**config.mk**
```make
export PLATFORM = sky130hd
export DESIGN_NAME = fifo_beat_packer
export DESIGN_NICKNAME = d
export VERILOG_FILES = /design/src/rtl/fifo_beat_packer.sv
export SDC_FILE = /design/constraint.sdc
export NUM_CORES = 1
export LEC_CHECK = 0
export ABC_AREA = 1
export ABC_CLOCK_PERIOD_IN_PS = 27600
export CAP_MARGIN = 5
export CORE_MARGIN = 8
export CORE_UTILIZATION = 28
export DETAILED_ROUTE_END_ITERATION = 7
export GPL_TIMING_DRIVEN = 1
export PLACE_DENSITY = 0.44
export SLEW_MARGIN = 20
export SYNTH_ARGS = -nofsm -noshare
export SYNTH_HDL_FRONTEND = slang
export SYNTH_SLANG_ARGS = --single-unit
```
**constraint.sdc**
```tcl
create_clock -name clk -period 27.6 [get_ports clk]
set_input_delay 4.14 -clock clk [delete_from_list [all_inputs] [get_ports clk]]
set_output_delay 4.14 -clock clk [all_outputs]
set_load 0.03 [all_outputs]
```
**src/rtl/fifo_beat_packer.sv**
```systemverilog
// Packs RATIO narrow words from a first-word-fall-through FIFO into one wide beat.
// The beat carries a per-lane keep mask and a last flag, and leaves on a valid/ready stream.
module fifo_beat_packer #(
  parameter int unsigned IN_WIDTH  = 32,
  parameter int unsigned RATIO     = 4,
  parameter int unsigned OUT_WIDTH = IN_WIDTH * RATIO,
  parameter int unsigned CNT_WIDTH = $clog2(RATIO)
) (
  input  logic                 clk,
  input  logic                 rst,
  input  logic                 fifo_valid,
  input  logic [IN_WIDTH-1:0]  fifo_data,
  input  logic                 fifo_last,
  output logic                 fifo_pop,
  output logic                 out_valid,
  input  logic                 out_ready,
  output logic [OUT_WIDTH-1:0] out_data,
  output logic [RATIO-1:0]     out_keep,
  output logic                 out_last,
  output logic [31:0]          pkt_cnt,
  output logic                 idle
);

  logic [CNT_WIDTH-1:0] lane_idx;
  logic [OUT_WIDTH-1:0] acc;
  logic [OUT_WIDTH-1:0] merged;
  logic [RATIO-1:0]     acc_keep;
  logic [RATIO-1:0]     lane_bit;
  logic                 completing;
  logic                 out_free;
  logic                 load;

  assign completing = (lane_idx == CNT_WIDTH'(RATIO - 1)) | fifo_last;
  assign out_free   = ~out_valid | out_ready;
  // A completing word may only leave the FIFO when the output register can take the beat.
  assign fifo_pop   = fifo_valid & ~rst & (~completing | out_free);
  assign load       = fifo_pop & completing;
  assign idle       = (lane_idx == '0) & ~out_valid;
  assign lane_bit   = RATIO'(1) << lane_idx;

  // Lanes at and above lane_idx are always zero in acc, so an overlay is enough.
  always_comb begin
    merged = acc;
    merged[lane_idx*IN_WIDTH +: IN_WIDTH] = fifo_data;
  end

  always_ff @(posedge clk or posedge rst) begin
    if (rst) begin
      lane_idx  <= '0;
      acc       <= '0;
      acc_keep  <= '0;
      out_valid <= 1'b0;
      out_data  <= '0;
      out_keep  <= '0;
      out_last  <= 1'b0;
    end else begin
      if (fifo_pop && !completing) begin
        acc      <= merged;
        acc_keep <= acc_keep | lane_bit;
        lane_idx <= lane_idx + CNT_WIDTH'(1);
      end
      if (load) begin
        out_data  <= merged;
        out_keep  <= acc_keep | lane_bit;
        out_last  <= fifo_last;
        out_valid <= 1'b1;
        acc       <= '0;
        acc_keep  <= '0;
        lane_idx  <= '0;
      end else if (out_ready) begin
        out_valid <= 1'b0;
      end
    end
  end

  always_ff @(posedge clk or posedge rst) begin
    if (rst) begin
      pkt_cnt <= '0;
    end else if (out_valid && out_ready && out_last) begin
      pkt_cnt <= pkt_cnt + 32'd1;
    end
  end

endmodule
```
* Yosys cells after proc, flatten, opt, wreduce, memory -nomap -nowiden *
Index checks and enable logic that the tools add are counted.

storage, ports and cells
  logic and storage cells = 42
  output and inout bits = 168
  register bits = 300
  input port bits = 37

operators by class
  bitwise gates (word level) = 11
  mux-type cells = 9
  shift operators = 3
  reduce and logical (&&, ||, !) cells = 7
  $add $sub $neg = 3
  equality and inequality tests = 1

operators with widths
  cell                                                     number
  2-to-1 mux 128 bit                                       2
  bitwise mux 128 bit                                      1
  variable shift 32 x 34 -> 128 bit, first input constant  1
  variable part select 32 x 34 -> 128 bit                  1
  negation 7 -> 34 bit                                     1
  adder 32 x 1 -> 32 bit, second input constant            1
  2-to-1 mux 4 bit                                         2
  bitwise AND 1 bit                                        4
  2-to-1 mux 2 bit                                         2
  OR 4 bit                                                 1
  nonzero test 2 bit                                       2
  left shift 1 x 2 -> 4 bit, first input constant          1
  logical AND 1 bit                                        3
  NOT 1 bit                                                3
  OR 1 bit                                                 3
  adder 2 x 1 -> 2 bit, second input constant              1
  == test 2 bit, second input constant                     1
  zero test 2 bit                                          1
  2-to-1 mux 1 bit                                         2
  zero test 1 bit                                          1

* Logic depth before layout (Yosys ltp) *
Gate-level depths: netlist (run 1).

  depth after elaboration = 8
  depth in mapped cells = 12

* Worst setup path after synthesis (run 1) *
Ideal clock, no wire load.

  path kind = in2reg
  start = input port rst
  end = register lane_idx[0]
  library setup time = 0.137 ns
  setup slack = 16.136 ns
  arrival = 11.327 ns
  stages on the path = 5
  required time = 27.463 ns
  cell sequence = inv_1 > nand2_1 > clkbuf_1 > nand2_1 > o21ai_0

on the way
  cells in the longest elaborated chain, start to end = 5
  elaborated cells between the ends (all ways) = 7
  those cells by class = mux: 1; bitwise: 4; reduce/logical: 2

RTL lines
  what                                                           line    source
  from (decl)                                                    10      input logic rst,
  NOT 1 bit (*)                                                  36      assign fifo_pop = fifo_valid & ~rst & (~completing | out_free);
  bitwise AND 1 bit (*) (2 in series)                            36
  bitwise AND 1 bit / logical AND 1 bit (equally long branches)  37, 57
  2-to-1 mux 2 bit / nonzero test 2 bit (equally long branches)  -
  to (signal assigned)                                           60      lane_idx <= lane_idx + CNT_WIDTH'(1);
  to (decl)                                                      24      logic [CNT_WIDTH-1:0] lane_idx;

Every way passes the cells marked *; elsewhere a longest branch is shown, timed or not.
A chain may end at the register's enable or synchronous reset.

* Worst setup path after layout (run 1) *
  start = input port fifo_last
  end = output port fifo_pop

on the way
  cells in the longest elaborated chain, start to end = 4

RTL lines
  what               line  source
  from (decl)        13    input logic fifo_last,
  OR 1 bit           33    assign completing = (lane_idx == CNT_WIDTH'(RATIO - 1)) | fifo_last;
  NOT 1 bit          36
  OR 1 bit           36
  bitwise AND 1 bit  36
  to (decl)          14    output logic fifo_pop,

No other way between the ends.

==> flow_summary_export.csv, run 1 <==
group,metric,value,unit
setup_path,cp_max_fo,3,
global_routing,grt_pass1_wl,68900,um
synth,yosysMostFrequentCell,"nand2_1",
status,status,"finished, final reports clean",
global_routing,antenna_found_initial,2,
finish,regArea,7510,um^2
global_routing,use_met2,26.6,%
clock_network,postCtsHoldBufs,0,
place,place_congestion,0.776,
place,dpl.hpwl,28300,um
sta,worst_pin_slew,1.01,ns
detailed_routing,routed_wl,44300,um
sta,setup_viol,0,
floorplanning,dieArea,54400,um^2
global_routing,grt_max_degree,157,
synth,ys_warn_count,0,
sta,fin_ws,17.58,ns
setup_path,critical_path_class,"in2out",
floorplanning,die_w,233,um
synth,synth_seq_area_share,56.8,%
setup_path,r2r_cells,10,
clock_network,insertion_delay,0.56,ns
synth,synth.area.top_cells,"dfrtp_1 57%, nand2_1 11%, o22ai_1 6.3%",
synth,synth_cell_types,26,
power,p_leak,0.00730,uW
floorplanning,io_pins,205,
synth,synth-async-reset-ratio,100,%
finish,final_nets,1763,
hold_path,whs_path_depth,2,
floorplanning,die_h,233,um
finish,fillers,4787,
global_routing,grt_usage,16.3,%
synth,synth_seq_cells,300,
detailed_routing,first_pass_iters,5,
sta,finClkSkew,0.0221,ns
clock_network,htree_levels,2,
clock_network,cts-root-buf,"clkbuf_16",
synth,synth_fp_nets,1598,
synth,syn_area,13200,um^2
power,peakVddDrop,0.0000427,V
finish,synthToLayoutAreaGrowth,28.5,%
global_routing,grt_overflow,0,
sta,fin_crit,10.02,ns
clock_network,numCtsBuffers,38,
synth,synth_top_cells_by_count,"388 x nand2_1, 300 x dfrtp_1, 204 x inv_1, 133 x o22ai_1, 97 x o21ai_1",
setup_path,arrival,5.88,ns
setup_path,worstSetupStartpointType,"input pin",
global_routing,first_global_vias,11100,
global_routing,grt_use_met3,3.93,%
detailed_routing,wl_per_cell,18.9,um
setup_path,startpoint,"fifo_last",
synth,syn_area_per_cell,8.51,um^2
global_routing,grt-busiest-layer,"met2",
sta,maxSlewViolCount,0,
setup_path,rrSetupSlack,23.56,ns
setup_path,rr_startpoint,"lane_idx[1]$_DFFE_PP0P_",
clock_network,cts_tree,"yes",
detailed_routing,vias,11100,
synth,synth_cells,1552,
floorplanning,rows,79,
hold_path,hp-class,"reg2reg",
clock_network,cts-resized-gates,0,
synth,synthFlopType,"dfrtp_1",
setup_path,cp-end-kind,"output pin",
sta,period_share,36.3,%
sta,hold_viol,0,
finish,multi_input_area,4570,um^2
detailed_routing,via_per_inst,4.71,
place,post-place-ws,17.55,ns
setup_path,rr_endpoint,"out_keep[2]$_DFFE_PP0P_",
sta,rsz0062_at_grt,"false",
sta,setup_tns,0,ns
setup_path,crit_path_end,"fifo_pop",
clock_network,cts.sinks,300,
synth,yosysTopAreaCell,"dfrtp_1",
global_routing,met1_usage,21.4,%
floorplanning,core_area,46600,um^2
power,power_density,75.8,nW/um^2
synth,yosysTopAreaCellShare,56.8,%
hold_path,hp-start,"acc_keep[3]$_DFFE_PP0P_",
finish,drive_above_1_share,4.89,%
detailed_routing,drtAntennaViolNets,0,
clock_network,clockBufferDepth,3,
setup_path,crit_required,23.46,ns
place,io_buffers,204,
detailed_routing,drt_iter0_markers,806,
sta,max_freq,0.0998,GHz
sta,holdWs,0.467,ns
clock_network,cts_setup_buffers,0,
clock_network,clk_pin_slew_worst_paths,0.06,ns
synth,synth-edff-count,0,
sta,relSlewSlack,32.9,%
detailed_routing,route.detailed.drc,0,
flow_run,maxCapViolations,0,
floorplanning,initial_utilization,28.4,%
report_power, final:
part / switching, uW / internal [uW] / total (uW) / leakage [uW]
logic: 202 / 95.6 / 297 / 0.00261
registers: 27.3 / 479 / 506 / 0.00410
clock network: 195 / 288 / 483 / 0.000586
total: 424 / 863 / 1290 / 0.00730
through the flow:
step | util (%) | std cells | total power (uW) | instance area [um^2]
floorplan | - | 1552 | 682 | 13200
global placement | 33.9 | 2284 | 813 | 15800
detailed placement | 33.9 | 2284 | 814 | 15800
CTS | 36.5 | 2347 | 1310 | 17000
global route | 36.5 | 2347 | 1350 | 17000
finish | 36.5 | 2348 | 1290 | 17000
cell families after synthesis:
family                   after synthesis  share of synthesized area [%]
adder cells (fa/ha/maj)                9                          0.852
XOR/XNOR                              23                           1.52
AND/OR/NAND/NOR                      566                           17.4
flip-flops                           300                           56.8
buffers and inverters                302                           8.83
AO/OA/AOI/OAI                        352                           14.6
worst max-delay path, stage by stage:
cell,delay (ns)
clkdlybuf4s50_1,0.44
nor2_2,0.19
nor2_1,0.15
nor3_4,0.23
clkdlybuf4s50_1,0.73
state kept, by name (all words and copies together), names as in the netlist:
signal and count:
acc 128, acc_keep 4, lane_idx 2, out_data 128, out_keep 4, out_last 1, out_valid 1, pkt_cnt 32
how the worst min path moves through the flow:
stage	end	slack, ns
after CTS	acc_keep[3]$_DFFE_PP0P_	0.47
after global placement	acc_keep[3]$_DFFE_PP0P_	0.45
final	acc_keep[3]$_DFFE_PP0P_	0.47
after global routing	out_data[101]$_DFFE_PP0P_	0.50
after detailed placement	acc_keep[3]$_DFFE_PP0P_	0.46
after floorplan	acc_keep[3]$_DFFE_PP0P_	0.44
placed cells by master, fill, tap and decap left out, types with 6 or more instances in the layout:
master and instances:
a21oi_1 29, buf_4 15, clkbuf_1 9, clkbuf_16 39
clkdlybuf4s50_1 204, clkinv_2 6, dfrtp_1 300, ha_1 8
inv_1 202, nand2_1 387, nand3_1 80, nand4_1 7
nor2_1 72, nor3_1 6, o21ai_0 93, o21ai_1 97
o22ai_1 133, xnor2_1 7, xor2_1 16
final cells by class:
class	instances	area share, %
inverter	207	4.62
multi-input combinational	950	26.9
tap	607	4.47
clock buffer	52	6.27
sequential	300	44.2
timing repair buffer	220	12.8
antenna	1	0.0147
clock inverter	11	0.766
layer usage:
layer | up-vias | wire [um] | part of all wire (%)
met2 | 259 | 20900 | 47
met4 | 4 | 790 | 1.8
met5 | - | 27 | 0.061
met1 | 5366 | 19900 | 45
li1 | 5369 | - | -
met3 | 52 | 2690 | 6.1
(Power assumes the default switching activity.)
==> inputs of run 2 (changes only) <==
ABC_CLOCK_PERIOD_IN_PS = 10030   (was 27600)
clock period = 10.03 ns   (was 27.6 ns; I/O delays follow)
==> flow_summary_export.csv, run 2 (synthesis gave the netlist of run 1 again) <==
group,metric,value,unit
power,pwr-share-seq,39.8,%
power,internal_power,2330,uW
floorplanning,core_area,46600,um^2
power,p_clk_share,36.7,%
floorplanning,dieArea,54400,um^2
sta,maxSlewViolCount,0,
global_routing,grt_usage,16.1,%
setup_path,rrSetupSlack,6.49,ns
finish,final_nets,1763,
clock_network,clockBufferDepth,3,
sta,fin_crit,4.77,ns
detailed_routing,first_pass_iters,5,
detailed_routing,routed_wl,44100,um
finish,instances_no_fill,2348,
setup_path,crit_top_cell,"clkdlybuf4s50_1",
clock_network,clk_pin_slew_worst_paths,0.06,ns
setup_path,crit_required,8.53,ns
clock_network,numCtsBuffers,37,
setup_path,crit_slowest_cell,"clkdlybuf4s50_1",
sta,rsz0062_at_grt,"false",
global_routing,antenna_found_initial,3,
finish,design_area,17000,um^2
setup_path,cp_cell_sequence,"clkdlybuf4s50_1 -> inv_1 -> nand2_1 -> nor2_1 -> nor3_4 -> clkdlybuf4s50_1",
detailed_routing,route.detailed.drc,0,
status,status,"finished, final reports clean",
detailed_routing,vias,11100,
floorplanning,die_h,233,um
finish,final_common_cell,"nand2_1",
clock_network,cts.sinks,300,
setup_path,critical_path_class,"in2out",
global_routing,grt_max_degree,186,
sta,worst_pin_slew,1.08,ns
setup_path,r2r_cells,9,
sta,setup_tns,0,ns
clock_network,cts_setup_buffers,0,
floorplanning,initial_utilization,28.4,%
global_routing,first_global_vias,11100,
hold_path,hp-class,"reg2reg",
setup_path,cp-end-kind,"output pin",
clock_network,postCtsHoldBufs,0,
place,dp.cells,2284,
power,comb_power_share,23.4,%
hold_path,whs_path_depth,2,
place,placed_cell_area,15800,um^2
setup_path,max_stage_delay,0.73,ns
setup_path,rr_endpoint,"out_data[62]$_DFFE_PP0P_",
clock_network,cts-root-buf,"clkbuf_16",
sta,setup_viol,0,
place,place_congestion,0.773,
finish,fillers,4821,
global_routing,grt_overflow,0,
finish,drive_above_1_share,4.89,%
finish,largestRegisters,"acc: 128 flops, out_data: 128 flops, pkt_cnt: 32 flops",
setup_path,rr_startpoint,"lane_idx[0]$_DFFE_PP0P_",
finish,synthToLayoutAreaGrowth,28.3,%
detailed_routing,drtAntennaViolNets,0,
clock_network,htree_levels,2,
sta,period_share,47.5,%
detailed_routing,drt_iter0_markers,812,
detailed_routing,wl_per_cell,18.8,um
clock_network,cts_tree,"yes",
clock_network,cts-resized-gates,0,
power,peakVddDrop,0.000112,V
setup_path,worstSetupStartpointType,"input pin",
floorplanning,io_pins,205,
power,switching_share,33.4,%
hold_path,min_to,"acc_keep[3]$_DFFE_PP0P_",
setup_path,arrival,3.26,ns
floorplanning,die_w,233,um
clock_network,insertion_delay,0.55,ns
global_routing,grt_pass1_wl,68400,um
flow_run,maxCapViolations,0,
sta,relSlewSlack,27.9,%
place,io_buffers,204,
sta,hold_viol,0,
sta,max_freq,0.210,GHz
detailed_routing,via_per_inst,4.73,
place,dpl.hpwl,28300,um
finish,most-common-layout-cells,"387 x nand2_1, 300 x dfrtp_1, 204 x clkdlybuf4s50_1",
hold_path,hp-start,"acc_keep[3]$_DFFE_PP0P_",
sta,finClkSkew,0.0200,ns
power,fin_total_pwr,3490,uW
power,p_leak,0.00729,uW
power,power_density,206,nW/um^2
setup_path,cp_max_fo,2,
floorplanning,rows,79,
power,p_sw,1170,uW
-- run 2: cell types whose count changed in the layout (fill, tap and decap cells not counted), moves of 2 or more --
cell       previous run  this run
clkinv_8              2         0
inv_6                 0         2
clkinv_2              6         8
clkbuf_1              9         7
clkbuf_16            39        37
-- run 2: per-layer routing --
layer  GRT usage, %  vias to the layer above  part of all wire, %
li1               -                     5359                    -
met1           20.8                     5415                   44
met2           26.9                      268                   48
met3           4.27                       58                  6.0
met4           3.40                        6                  1.6
met5              0                        -                0.086
-- run 2: critical path: cells and delay by family --
kind | cells | cell delay [ns]
buffers and inverters | 3 | 1.31
and+or+nand+nor | 3 | 0.45
-- run 2: area by class of cell --
cell class | instances | area [um^2] | share of cell area [%]
repair buffers | 221 | 2200 | 13.0
clock buffers | 49 | 1020 | 6.02
clock inverters | 13 | 115 | 0.679
flip-flops and latches | 300 | 7510 | 44.3
inverters | 207 | 785 | 4.63
multi-input cells | 950 | 4560 | 26.9
well taps | 607 | 759 | 4.48
diodes | 1 | 2.50 | 0.0148
-- run 2: worst max path at each step --
stage | start | endpoint | slack, ns | depth (start not counted)
finish | out_ready | fifo_pop | 5.26 | 6
global route | out_ready | fifo_pop | 5.20 | 6
CTS | out_ready | fifo_pop | 5.25 | 6
detailed placement | out_ready | fifo_pop | 5.26 | 6
global placement | out_ready | fifo_pop | 5.24 | 6
floorplan | rst | acc[0]$_DFFE_PP0P_ | 0.22 | 1
-- run 2: power groups by stage --
| stage | logic [uW] | registers, uW | clock network (uW) |
|---|---|---|---|
| CTS | 831 | 1390 | 1330 |
| finish | 819 | 1390 | 1280 |
| detailed placement | 827 | 1410 | 0 |
| floorplan | 325 | 1550 | 0 |
| global placement | 822 | 1410 | 0 |
| global route | 888 | 1400 | 1380 |
-- run 2: metrics by stage --
stage | hold slack (ns) | util (%) | setup slack [ns]
2_1_floorplan | 0.437 | - | 0.217
3_3_place_gp | 0.452 | 33.9 | 5.24
3_5_place_dp | 0.453 | 33.9 | 5.26
4_1_cts | 0.469 | 36.4 | 5.25
5_1_grt | 0.499 | 36.4 | 5.20
6_report | 0.466 | 36.4 | 5.26
==> inputs of run 3 (changes only) <==
ABC_CLOCK_PERIOD_IN_PS = 4400   (was 10030)
clock period = 4.4 ns   (was 10.03 ns; I/O delays follow)
==> flow_summary_export.csv, run 3 (synthesis gave the netlist of run 1 again) <==
group,metric,value,unit
power,p_clk_share,38.1,%
power,internal_power,5460,uW
finish,multi_input_area,4560,um^2
sta,rsz0062_at_grt,"false",
detailed_routing,drtAntennaViolNets,0,
setup_path,crit_required,3.74,ns
floorplanning,io_pins,205,
finish,drive_above_1_share,4.87,%
setup_path,arrival,2.52,ns
power,fin_total_pwr,8130,uW
floorplanning,initial_utilization,28.4,%
finish,fillers,4785,
setup_path,path_buf_inv,1,
setup_path,cp_cell_sequence,"ha_1 -> nor2_2 -> nor2_1 -> nor3_4 -> clkdlybuf4s50_1",
clock_network,htree_levels,2,
sta,hold_viol,0,
clock_network,cts_tree,"yes",
finish,largestRegisters,"acc: 128 flops, out_data: 128 flops, pkt_cnt: 32 flops",
place,dp.cells,2285,
detailed_routing,first_pass_iters,8,
setup_path,cp_max_fo,5,
clock_network,cts-resized-gates,0,
global_routing,met1_usage,20.9,%
sta,period_share,72.3,%
clock_network,cts.sinks,300,
setup_path,rrSetupSlack,1.66,ns
sta,fin_ws,1.22,ns
finish,final_common_cell,"nand2_1",
power,comb_power_share,22.9,%
place,io_buffers,204,
place,dpl.hpwl,28000,um
detailed_routing,drt_iter0_markers,793,
global_routing,first_global_vias,11000,
power,power_density,476,nW/um^2
sta,maxSlewViolCount,0,
detailed_routing,routed_wl,44000,um
setup_path,worstSetupStartpointType,"register",
setup_path,critPathTopFamily,"buffers and inverters",
clock_network,numCtsBuffers,38,
global_routing,grt_usage,15.8,%
clock_network,postCtsHoldBufs,0,
detailed_routing,vias,11100,
clock_network,cts-root-buf,"clkbuf_16",
place,post-place-ws,1.13,ns
finish,most-common-layout-cells,"387 x nand2_1, 300 x dfrtp_1, 204 x clkdlybuf4s50_1",
clock_network,clockBufferDepth,3,
floorplanning,die_w,233,um
clock_network,cts_setup_buffers,0,
power,pwr-share-seq,38.9,%
sta,setup_viol,0,
power,peakVddDrop,0.000288,V
hold_path,hp-class,"reg2reg",
global_routing,use_met2,25.8,%
detailed_routing,wl_per_cell,18.7,um
sta,worst_pin_slew,1.13,ns
setup_path,critical_path_class,"reg2out",
global_routing,grt_overflow,0,
sta,finClkSkew,0.0188,ns
finish,synthToLayoutAreaGrowth,29.1,%
detailed_routing,via_per_inst,4.72,
detailed_routing,route.detailed.drc,0,
global_routing,grt_max_degree,232,
power,p_leak,0.00734,uW
sta,setup_tns,0,ns
flow_run,maxCapViolations,0,
sta,fin_crit,3.18,ns
place,place_congestion,0.807,
global_routing,grt_use_met3,3.34,%
power,switching_share,32.8,%
global_routing,grt-busiest-layer,"met2",
sta,max_freq,0.314,GHz
floorplanning,die_h,233,um
clock_network,insertion_delay,0.55,ns
setup_path,crit_slowest_cell,"clkdlybuf4s50_1",
global_routing,grt_pass1_wl,67200,um
finish,instances_no_fill,2352,
setup_path,cp-end-kind,"output pin",
power,p_sw,2670,uW
clock_network,clk_pin_slew_worst_paths,0.06,ns
status,status,"finished, final reports clean",
finish,final_nets,1765,
global_routing,antenna_found_initial,0,
sta,holdWs,0.471,ns
floorplanning,core_area,46600,um^2
floorplanning,rows,79,
finish,regArea,7510,um^2
setup_path,max_stage_delay,0.80,ns
sta,relSlewSlack,24.9,%
floorplanning,dieArea,54400,um^2
run 3: cell count changes in the layout (fill, tap and decap cells not counted):
cell	delta
buf_12	+2
buf_4	-1
bufinv_16	+1
clkbuf_1	+4
clkbuf_16	+2
clkbuf_8	+1
clkinv_2	-4
inv_8	-1
run 3: metal layers:
layer | vias to the layer above | routed length (um)
met5 | - | 0
met4 | 0 | 1060
met3 | 61 | 2620
met2 | 263 | 20600
met1 | 5431 | 19800
li1 | 5356 | -
run 3: power groups by stage:
stage          clock (uW)  combinational [uW]  sequential [uW]
3_3_place_gp            0                1870             3220
2_1_floorplan           0                 742             3540
4_1_cts              3200                1890             3170
3_5_place_dp            0                1880             3210
6_report             3100                1860             3170
5_1_grt              3290                2020             3200
run 3: final timing paths:
check                                         from                 endpoint  cells after the start
min reg2reg                acc_keep[3]$_DFFE_PP0P_  acc_keep[3]$_DFFE_PP0P_                      2
max in group asynchronous                      rst  pkt_cnt[20]$_DFFE_PP0P_                      4
min in group asynchronous                      rst       acc[6]$_DFFE_PP0P_                      3
max                        lane_idx[0]$_DFFE_PP0P_                 fifo_pop                      5
max reg2reg                lane_idx[1]$_DFFE_PP0P_      acc[82]$_DFFE_PP0P_                      8
min                        acc_keep[3]$_DFFE_PP0P_  acc_keep[3]$_DFFE_PP0P_                      2
run 3: layout make-up:
type	instances	area share, %
inverter	207	4.57
tap	607	4.45
timing repair buffer	222	13.1
clock inverter	9	0.689
multi-input combinational	950	26.7
clock buffer	56	6.44
sequential	300	44.0
antenna	1	0.0147
run 3: worst reg2reg max path: cells and delay by family, from the launching register on:
family                     cells  cell delay (ns)
DFF                            1             0.42
adders and majority gates      1             0.24
buffers and inverters          2             0.95
AOI/OAI and AO/OA              1             0.22
and+or+nand+nor                4             0.75
run 3: metrics by stage:
step                instance area [um^2]  util (%)
floorplan                          13200         -
finish                             17100      36.7
global placement                   15800      34.0
CTS                                17000      36.6
detailed placement                 15800      34.0
global route                       17100      36.7
